File: src/rtl/rvlab_rstmgr.sv
`default_nettype none
// ============================================================================
//  Module   : rvlab_rstmgr
//  Purpose  : System reset manager. Synchronizes MMCM lock and pushbutton,
//             debounces the button, sequences a glitch-free registered
//             system reset with a programmable hold time, and keeps sticky
//             reset-cause flags plus a saturating reset-event counter.
//  Revision : 1.0  initial release
// ============================================================================
module rvlab_rstmgr #(
   parameter int SYNC_STAGES     = 2,
   parameter int DEBOUNCE_CYCLES = 1000000,
   parameter int HOLD_CYCLES     = 16
) (
   input  logic       clk_i,
   input  logic       rst_i,
   input  logic       locked_i,
   input  logic       btn_i,
   input  logic       sw_rst_req_i,
   input  logic       cause_clr_i,
   output logic       sys_rst_o,
   output logic       sys_rst_no,
   output logic [2:0] rst_cause_o,
   output logic [7:0] rst_count_o
);

   localparam int DB_W   = (DEBOUNCE_CYCLES > 1) ? $clog2(DEBOUNCE_CYCLES) : 1;
   localparam int HOLD_W = (HOLD_CYCLES > 1) ? $clog2(HOLD_CYCLES) : 1;

   localparam logic [DB_W-1:0]   DB_LAST   = DB_W'(DEBOUNCE_CYCLES - 1);
   localparam logic [HOLD_W-1:0] HOLD_LAST = HOLD_W'(HOLD_CYCLES - 1);

   localparam logic [1:0] ST_ASSERT = 2'd0;
   localparam logic [1:0] ST_HOLD   = 2'd1;
   localparam logic [1:0] ST_RUN    = 2'd2;

   logic [SYNC_STAGES-1:0] lk_sync_q, lk_sync_d;
   logic [SYNC_STAGES-1:0] bt_sync_q, bt_sync_d;
   logic [DB_W-1:0]        db_cnt_q, db_cnt_d;
   logic                   btn_db_q, btn_db_d;
   logic [1:0]             state_q, state_d;
   logic [HOLD_W-1:0]      hold_q, hold_d;
   logic                   sys_rst_q, sys_rst_d;
   logic                   sys_rst_n_q, sys_rst_n_d;
   logic [2:0]             cause_q, cause_d;
   logic [7:0]             count_q, count_d;

   logic lk_s;
   logic bt_s;
   logic src;

   assign lk_s = lk_sync_q[SYNC_STAGES-1];
   assign bt_s = bt_sync_q[SYNC_STAGES-1];
   assign src  = !lk_s | btn_db_q | sw_rst_req_i;

   // Synchronizer shift and button debounce: the debounced level only follows
   // the synchronized button after DEBOUNCE_CYCLES consecutive differing cycles.
   always_comb begin
      lk_sync_d = {lk_sync_q[SYNC_STAGES-2:0], locked_i};
      bt_sync_d = {bt_sync_q[SYNC_STAGES-2:0], btn_i};
      db_cnt_d  = '0;
      btn_db_d  = btn_db_q;
      if (bt_s != btn_db_q) begin
         if (db_cnt_q == DB_LAST) begin
            btn_db_d = bt_s;
         end else begin
            db_cnt_d = db_cnt_q + 1'b1;
         end
      end
   end

   // Reset sequencing FSM; the reset outputs are derived from the next state
   // so they are registered without an extra cycle of latency.
   always_comb begin
      state_d = state_q;
      hold_d  = hold_q;
      count_d = count_q;
      case (state_q)
         ST_ASSERT: begin
            if (!src) begin
               state_d = ST_HOLD;
               hold_d  = '0;
            end
         end
         ST_HOLD: begin
            hold_d = hold_q + 1'b1;
            if (src) begin
               state_d = ST_ASSERT;
            end else if (hold_q == HOLD_LAST) begin
               state_d = ST_RUN;
            end
         end
         ST_RUN: begin
            if (src) begin
               state_d = ST_ASSERT;
               if (count_q != 8'hFF) begin
                  count_d = count_q + 8'd1;
               end
            end
         end
         default: begin
            state_d = ST_ASSERT;
         end
      endcase
      sys_rst_d   = (state_d != ST_RUN);
      sys_rst_n_d = (state_d == ST_RUN);
   end

   // Sticky cause flags: clear first, then any active source sets its bit.
   always_comb begin
      cause_d = cause_clr_i ? 3'b000 : cause_q;
      cause_d = cause_d | {sw_rst_req_i, btn_db_q, !lk_s};
   end

   // State registers with synchronous reset.
   always_ff @(posedge clk_i) begin
      if (rst_i) begin
         lk_sync_q   <= '0;
         bt_sync_q   <= '0;
         db_cnt_q    <= '0;
         btn_db_q    <= 1'b0;
         state_q     <= ST_ASSERT;
         hold_q      <= '0;
         sys_rst_q   <= 1'b1;
         sys_rst_n_q <= 1'b0;
         cause_q     <= 3'b000;
         count_q     <= 8'd0;
      end else begin
         lk_sync_q   <= lk_sync_d;
         bt_sync_q   <= bt_sync_d;
         db_cnt_q    <= db_cnt_d;
         btn_db_q    <= btn_db_d;
         state_q     <= state_d;
         hold_q      <= hold_d;
         sys_rst_q   <= sys_rst_d;
         sys_rst_n_q <= sys_rst_n_d;
         cause_q     <= cause_d;
         count_q     <= count_d;
      end
   end

   assign sys_rst_o   = sys_rst_q;
   assign sys_rst_no  = sys_rst_n_q;
   assign rst_cause_o = cause_q;
   assign rst_count_o = count_q;

endmodule
`default_nettype wire

File: config.mk
export PLATFORM = sky130hd
export DESIGN_NAME = rvlab_rstmgr
export DESIGN_NICKNAME = d
export VERILOG_FILES = /design/src/rtl/rvlab_rstmgr.sv
export SDC_FILE = /design/constraint.sdc
export NUM_CORES = 1
export LEC_CHECK = 0
export ABC_AREA = 0
export ABC_CLOCK_PERIOD_IN_PS = 1500
export BUFFER_PORTS_ARGS = -buffer_cell sky130_fd_sc_hd__buf_2
export CAP_MARGIN = 30
export CORE_MARGIN = 10
export CORE_UTILIZATION = 47
export DETAILED_ROUTE_END_ITERATION = 8
export PLACE_DENSITY = 0.68
export SYNTH_ARGS = -nofsm -noshare
export SYNTH_HDL_FRONTEND = slang
export SYNTH_SLANG_ARGS = --single-unit
File: constraint.sdc
create_clock -name clk_i -period 1.5 [get_ports clk_i]
set_input_delay 0.3 -clock clk_i [delete_from_list [all_inputs] [get_ports clk_i]]
set_output_delay 0.3 -clock clk_i [all_outputs]
set_load 0.01 [all_outputs]
==> results of run 1 <==
[registers in the layout (all words and copies together) (netlist names)]
| register | cells |
|---|---|
| bt_sync_q | 2 |
| btn_db_q | 1 |
| db_cnt_q | 20 |
| hold_q | 4 |
| lk_sync_q | 2 |
| rst_cause_o | 3 |
| rst_count_o | 8 |
| state_q | 2 |
| sys_rst_no | 1 |
| sys_rst_o | 1 |
[worst paths after layout]
check / from / to / slack [ns]
worst min register to register: lk_sync_q[1]$_SDFF_PP0_ / rst_cause_o[0]$_SDFF_PP0_ / 0.42
worst min-delay path: btn_i / bt_sync_q[0]$_SDFF_PP0_ / 0.21
worst max register to register: db_cnt_q[1]$_SDFF_PP0_ / db_cnt_q[14]$_SDFF_PP0_ / 0.05
worst max-delay path: db_cnt_q[1]$_SDFF_PP0_ / db_cnt_q[14]$_SDFF_PP0_ / 0.05
[repair_timing]
item                                    in CTS  in global routing
pin swaps                                    0                 10
endpoints found under the setup margin       2                 24
resized for setup                            1                 27
gates cloned                                 0                  0
buffers inserted                             0                  5
[metrics by stage]
stage	power, W	std cells
after global routing	0.00209	313
after floorplan	0.00124	209
after global placement	0.00126	301
after CTS	0.00204	308
after detailed placement	0.00126	301
final	0.00202	313
[logic make-up (layout without fill, tap and decap cells)]
kind of cell,Yosys count,in the layout,synth area share
AND/OR/NAND/NOR,89,89,0.280
AO/OA/AOI/OAI,44,44,0.153
flip-flops,44,44,0.451
buffers and inverters,16,70,0.0384
XOR/XNOR,13,13,0.0583
adder cells (fa/ha/maj),3,3,0.0192
[critical path: cells and delay by family (launching register included)]
kind / cells / cell delay (ns)
flip-flops: 1 / 0.33
AND/OR/NAND/NOR: 3 / 0.75
AO/OA/AOI/OAI: 1 / 0.13
adder cells (fa/ha/maj): 1 / 0.17
[report_power, final]
group | total (W) | internal, W | switching, W
Clock | 0.000781 | 0.000410 | 0.000371
Combinational | 0.0000566 | 0.0000245 | 0.0000322
Sequential | 0.00118 | 0.00117 | 0.00000472
Total | 0.00202 | 0.00161 | 0.000408
[layout make-up]
type                            instances  area [µm²]
Tap cell                               50        62.6
Inverter                               11        41.3
Multi-Input combinational cell        149        1040
Fill cell                             339        1490
Clock buffer                            7        96.3
Timing Repair Buffer                   52         358
Sequential cell                        44         906
[synthesized netlist by cell type, types with 2 or more instances]
cell       n  area [µm²]
nand4_1    6        37.5
or4_1      6        45.0
a21oi_1   16        80.1
xnor2_1    4        35.0
o41ai_1    4        35.0
dfxtp_1   44         881
nand3_1   11        55.1
o21ai_0    4        20.0
nor3_1     6        30.0
nor4_1     2        12.5
and3_1     2        12.5
ha_1       3        37.5
nor2b_1    5        31.3
nand2_1   10        37.5
buf_4      2        15.0
o311ai_0   2        17.5
nor3b_1    2        15.0
o31ai_1    6        45.0
and2_1     2        12.5
inv_1     11        41.3
or3_1      3        18.8
nor2_1    18        67.6
nor3_2     2        20.0
xor2_1     9        78.8
clkbuf_1   2        7.51
o21a_1     4        30.0
[layer usage]
metal | vias to the layer above | share of wire
met5 | - | 0
met2 | 30 | 0.44
li1 | 869 | -
met1 | 773 | 0.50
met4 | 0 | 0.025
met3 | 8 | 0.043
==> flow_summary_export.csv, run 1 <==
group,metric,value,unit
logic_synthesis,synth_async_sr_flop_share,0,
sta,setup_slack,0.0539,ns
logic_synthesis,ys_seq_area_frac,0.451,
drt,ant_nets,0,
place,place_congestion,0.804,
grt,top_usage_layer,"met2",
drt,routed_wl,4080,µm
place,place_ws,-0.0248,ns
grt,grt_start_max_net_pins,20,
cells_and_area,final_cell_mix,"buf_4 (33), dfxtp_1 (28), nor2_1 (18), buf_2 (18), dfxtp_2 (14)",
drt,drt_first_pass_iters,4,
logic_synthesis,synth_edf_count,0,
clock_tree,htree_levels,2,
worst_setup_path,end_kind,"register",
worst_setup_path,cp_max_fo,7,
clock_tree,cts.reportedPaths.clkPinSlew,0.08,ns
grt,grt_pass1_vias,1479,
grt,grt_use_total,0.114,
logic_synthesis,yosysWarnings,0,
clock_tree,tritoncts,"built",
clock_tree,cts_hold_buf,0,
place,hpwl,2850,µm
logic_synthesis,synth_area,1950,µm²
die,dieArea,7130,µm²
place,dpl-instance-area,2310,µm²
die,start_util,0.488,
worst_setup_path,r2r_cells,5,
drt,num_vias,1680,
sta,finalSetupViolCount,0,
sta,period_needed,1.45,ns
grt,gr-usage-met1,0.142,
grt,grt.met3_usage,0.0386,
power,vdd_drop_max,676,µV
min_path,hold_depth,2,
sta,hold_ws,0.212,ns
logic_synthesis,avgSynthCellArea,9.35,µm²
sta,period_share,0.964,
clock_tree,cts_max_path_buffers,2,
die,row_count,23,
sta,max_freq,0.691,GHz
worst_setup_path,critPathRequiredTime,1.73,ns
die,core_area,4000,µm²
logic_synthesis,ys_types,49,
drt,wl_per_cell,13.0,µm
sta,drv_slew,0,
sta,rsz0062_at_grt,"yes",
sta,tns,0,ns
power,leakagePower,0.956,nW
worst_setup_path,crit_type,"register to register",
worst_setup_path,cp_cell_sequence,"ha_2, and2_4, nand2_8, or4_4, a21oi_2",
cells_and_area,syn_to_final_growth,28.3,%
cells_and_area,final_common_cell,"buf_4",
cells_and_area,num_antenna_cells,0,
sta,slew_headroom,0.754,
worst_setup_path,startpoint_type,"register",
grt,grt_util_met2,0.165,
die,die_width,84.5,µm
clock_tree,clock-sinks,44,
drt,drc_errors,0,
drt,via_per_inst,5.37,
cells_and_area,stdcell_area,2510,µm²
grt,grt.overflow.total,0,
worst_setup_path,cpPeakStageDelay,0.51,ns
logic_synthesis,syn_inst,209,
place,port_buffers,18,
clock_tree,clock_latency,0.29,ns
die,io_pins,19,
clock_tree,cts_buffers,5,
grt,grt_first_pass_wirelength,6820,µm
worst_setup_path,cp.arrival,1.68,ns
logic_synthesis,synth_top_flop_cell,"dfxtp_1",
job,drv_cap,0,
grt,antenna_found_initial,0,
sta,worst_pin_slew,0.365,ns
min_path,hold_class,"input port to register",
logic_synthesis,syn_nets,218,
cells_and_area,fin_nets,272,
run_status,status,"finished clean",
power,power.density,805,nW/µm²
cells_and_area,drive_above_1_share,0.376,
worst_setup_path,slowest_stage,"or4_4",
clock_tree,root_buffer,"clkbuf_8",
die,die_height,84.5,µm
sta,hold_viol,0,
sta,skew,0.00697,ns
cells_and_area,fin_util,0.627,
drt,drt-initial-drc-count,119,
logic_synthesis,ys_ff_latch,44,
Note: power is estimated with default switching activity, not from simulation.
==> run 2, diff against run 1 <==
--- a/config.mk
+++ b/config.mk
@@ -10,9 +10,9 @@
 export BUFFER_PORTS_ARGS = -buffer_cell sky130_fd_sc_hd__buf_2
 export CAP_MARGIN = 30
 export CORE_MARGIN = 10
-export CORE_UTILIZATION = 47
+export CORE_UTILIZATION = 50
 export DETAILED_ROUTE_END_ITERATION = 8
-export PLACE_DENSITY = 0.68
+export PLACE_DENSITY = 0.72
 export SYNTH_ARGS = -nofsm -noshare
 export SYNTH_HDL_FRONTEND = slang
 export SYNTH_SLANG_ARGS = --single-unit
==> run 2 against run 1 <==
Net effect: the flow now finishes with violations (setup timing); power increased by 5.0%; combinational power increased by 2%; final cell count decreased by 0.32%; routed wire length increased by 6.4%; sequential share of layout area decreased by 0.73 points; global-route usage increased by 1.5 points; die area decreased by 4.6%; maximum frequency decreased by 4.4%; sequential power about the same; clock-buffer cell count decreased by 1; via count increased by 5.6%.
==> flow_summary_export.csv, run 2 (same netlist as run 1, synthesis figures left out) <==
group,metric,value,unit
sta,slew_headroom,0.740,
power,leakagePower,0.981,nW
cells_and_area,syn_to_final_growth,30.9,%
sta,setup_slack,-0.0125,ns
worst_setup_path,crit_type,"register to register",
clock_tree,tritoncts,"built",
sta,period_share,1.01,
power,power_frac_seq,0.555,
sta,finalSetupViolCount,1,
run_status,status,"complete, but fails checks",
drt,ant_nets,0,
clock_tree,cts_max_path_buffers,2,
sta,max_freq,0.661,GHz
drt,drt_first_pass_iters,4,
cells_and_area,instances_no_fill,312,
grt,grt_start_max_net_pins,15,
sta,rsz0062_at_grt,"yes",
cells_and_area,final_common_cell,"dfxtp_1",
power,power_switching,0.000428,W
die,core_area,3720,µm²
place,hpwl,3010,µm
cells_and_area,num_antenna_cells,0,
cells_and_area,largest_reg_flops,20,
drt,drc_errors,0,
power,power.density,828,nW/µm²
drt,drt-initial-drc-count,170,
grt,grt_use_total,0.128,
worst_setup_path,critPathRequiredTime,1.74,ns
place,port_buffers,18,
drt,routed_wl,4340,µm
power,p_clk_frac,0.417,
clock_tree,cts.reportedPaths.clkPinSlew,0.08,ns
min_path,hold_class,"input port to register",
cells_and_area,drive_above_1_share,0.371,
die,dieArea,6810,µm²
sta,skew,0.00667,ns
grt,grt_first_pass_wirelength,7020,µm
die,io_pins,19,
worst_setup_path,cp.arrival,1.75,ns
grt,antenna_found_initial,0,
clock_tree,cts_hold_buf,0,
drt,num_vias,1774,
clock_tree,clock_latency,0.30,ns
grt,grt_pass1_vias,1648,
clock_tree,clock-sinks,44,
die,start_util,0.526,
place,place_congestion,0.797,
worst_setup_path,startpoint_type,"register",
cells_and_area,fin_nets,272,
clock_tree,htree_levels,2,
grt,grt.overflow.total,0,
power,vdd_drop_max,589,µV
die,die_width,82.5,µm
cells_and_area,final_cell_mix,"dfxtp_1 (32), buf_4 (31), nor2_1 (18), buf_2 (18), a21oi_1 (13)",
worst_setup_path,cp_max_fo,6,
drt,wl_per_cell,13.9,µm
sta,hold_viol,0,
power,power,0.00212,W
die,row_count,22,
cells_and_area,top_register,"db_cnt_q",
worst_setup_path,end_kind,"register",
power,switching_share,0.202,
power,p_int,0.00169,W
drt,via_per_inst,5.69,
clock_tree,root_buffer,"clkbuf_8",
place,post-place-cells,295,
sta,drv_slew,0,
sta,period_needed,1.51,ns
power,power_frac_comb,0.027,
clock_tree,cts_buffers,5,
job,drv_cap,0,
run_status,violations,"setup timing",
sta,worst_pin_slew,0.386,ns
die,die_height,82.5,µm
[run 2: cell count changes in the layout (fill, tap and decap cells not counted), moves of 2 or more]
cell / delta
dfxtp_2: -6
dfxtp_1: +4
and3_1: -2
buf_4: -2
buf_6: +2
clkbuf_8: -2
dfxtp_4: +2
[run 2: cell type report]
cell class	instances	area (µm²)
multi-input combinational	149	1080
clock buffer	6	72.6
tap	48	60.1
clock inverter	2	35.0
sequential	44	906
timing repair buffer	52	365
inverter	11	41.3
fill	286	1160
[run 2: power groups by stage]
stage / logic [W] / clock network (W) / registers, W
floorplan: 0.0000285 / 0 / 0.00121
global placement: 0.0000549 / 0 / 0.00121
detailed placement: 0.0000563 / 0 / 0.00121
CTS: 0.0000564 / 0.000898 / 0.00118
global route: 0.0000651 / 0.000949 / 0.00118
finish: 0.0000580 / 0.000883 / 0.00118
[run 2: worst paths after layout]
path / startpoint / endpoint / slack, ns / cells after the start
max: lk_sync_q[1]$_SDFF_PP0_ / rst_count_o[7]$_SDFFE_PP0P_ / -0.01 / 4
min: btn_i / bt_sync_q[0]$_SDFF_PP0_ / 0.23 / 2
max reg2reg: lk_sync_q[1]$_SDFF_PP0_ / rst_count_o[7]$_SDFFE_PP0P_ / -0.01 / 4
min reg2reg: bt_sync_q[0]$_SDFF_PP0_ / bt_sync_q[1]$_SDFF_PP0_ / 0.44 / 1
[run 2: worst max-delay path, stage by stage, from the launching register on]
cell	delay, ns
dfxtp_1	0.32
or3b_4	0.27
nand4_1	0.19
or4_4	0.56
a21oi_2	0.13
[run 2: stage by stage]
step,hold WS [ns],setup TNS (ns),utilization,setup slack (ns),area [µm²]
2_1_floorplan,0.398,0,-,0.00979,1960
3_3_place_gp,0.422,0,0.612,0.00358,2280
3_5_place_dp,0.430,-0.0661,0.612,-0.0344,2280
4_1_cts,0.221,0,0.642,0.00808,2390
5_1_grt,0.228,-0.286,0.688,-0.0846,2560
6_report,0.227,-0.0125,0.688,-0.0125,2560
[run 2: timing repair]
action / 4_1_cts / 5_1_grt
setup endpoints to repair: 4 / 13
resized for setup: 3 / 33
buffers inserted: 0 / 9
pin swaps: 0 / 12
cloned: 0 / 0
[run 2: routing by layer]
layer / part of all wire / vias to the layer above / wire length (µm) / GRT usage
li1: - / 873 / - / -
met1: 0.45 / 841 / 1950 / 0.162
met2: 0.49 / 51 / 2120 / 0.203
met3: 0.048 / 9 / 209 / 0.0400
met4: 0.015 / 0 / 65 / 0.0435
met5: 0 / - / 0 / 0
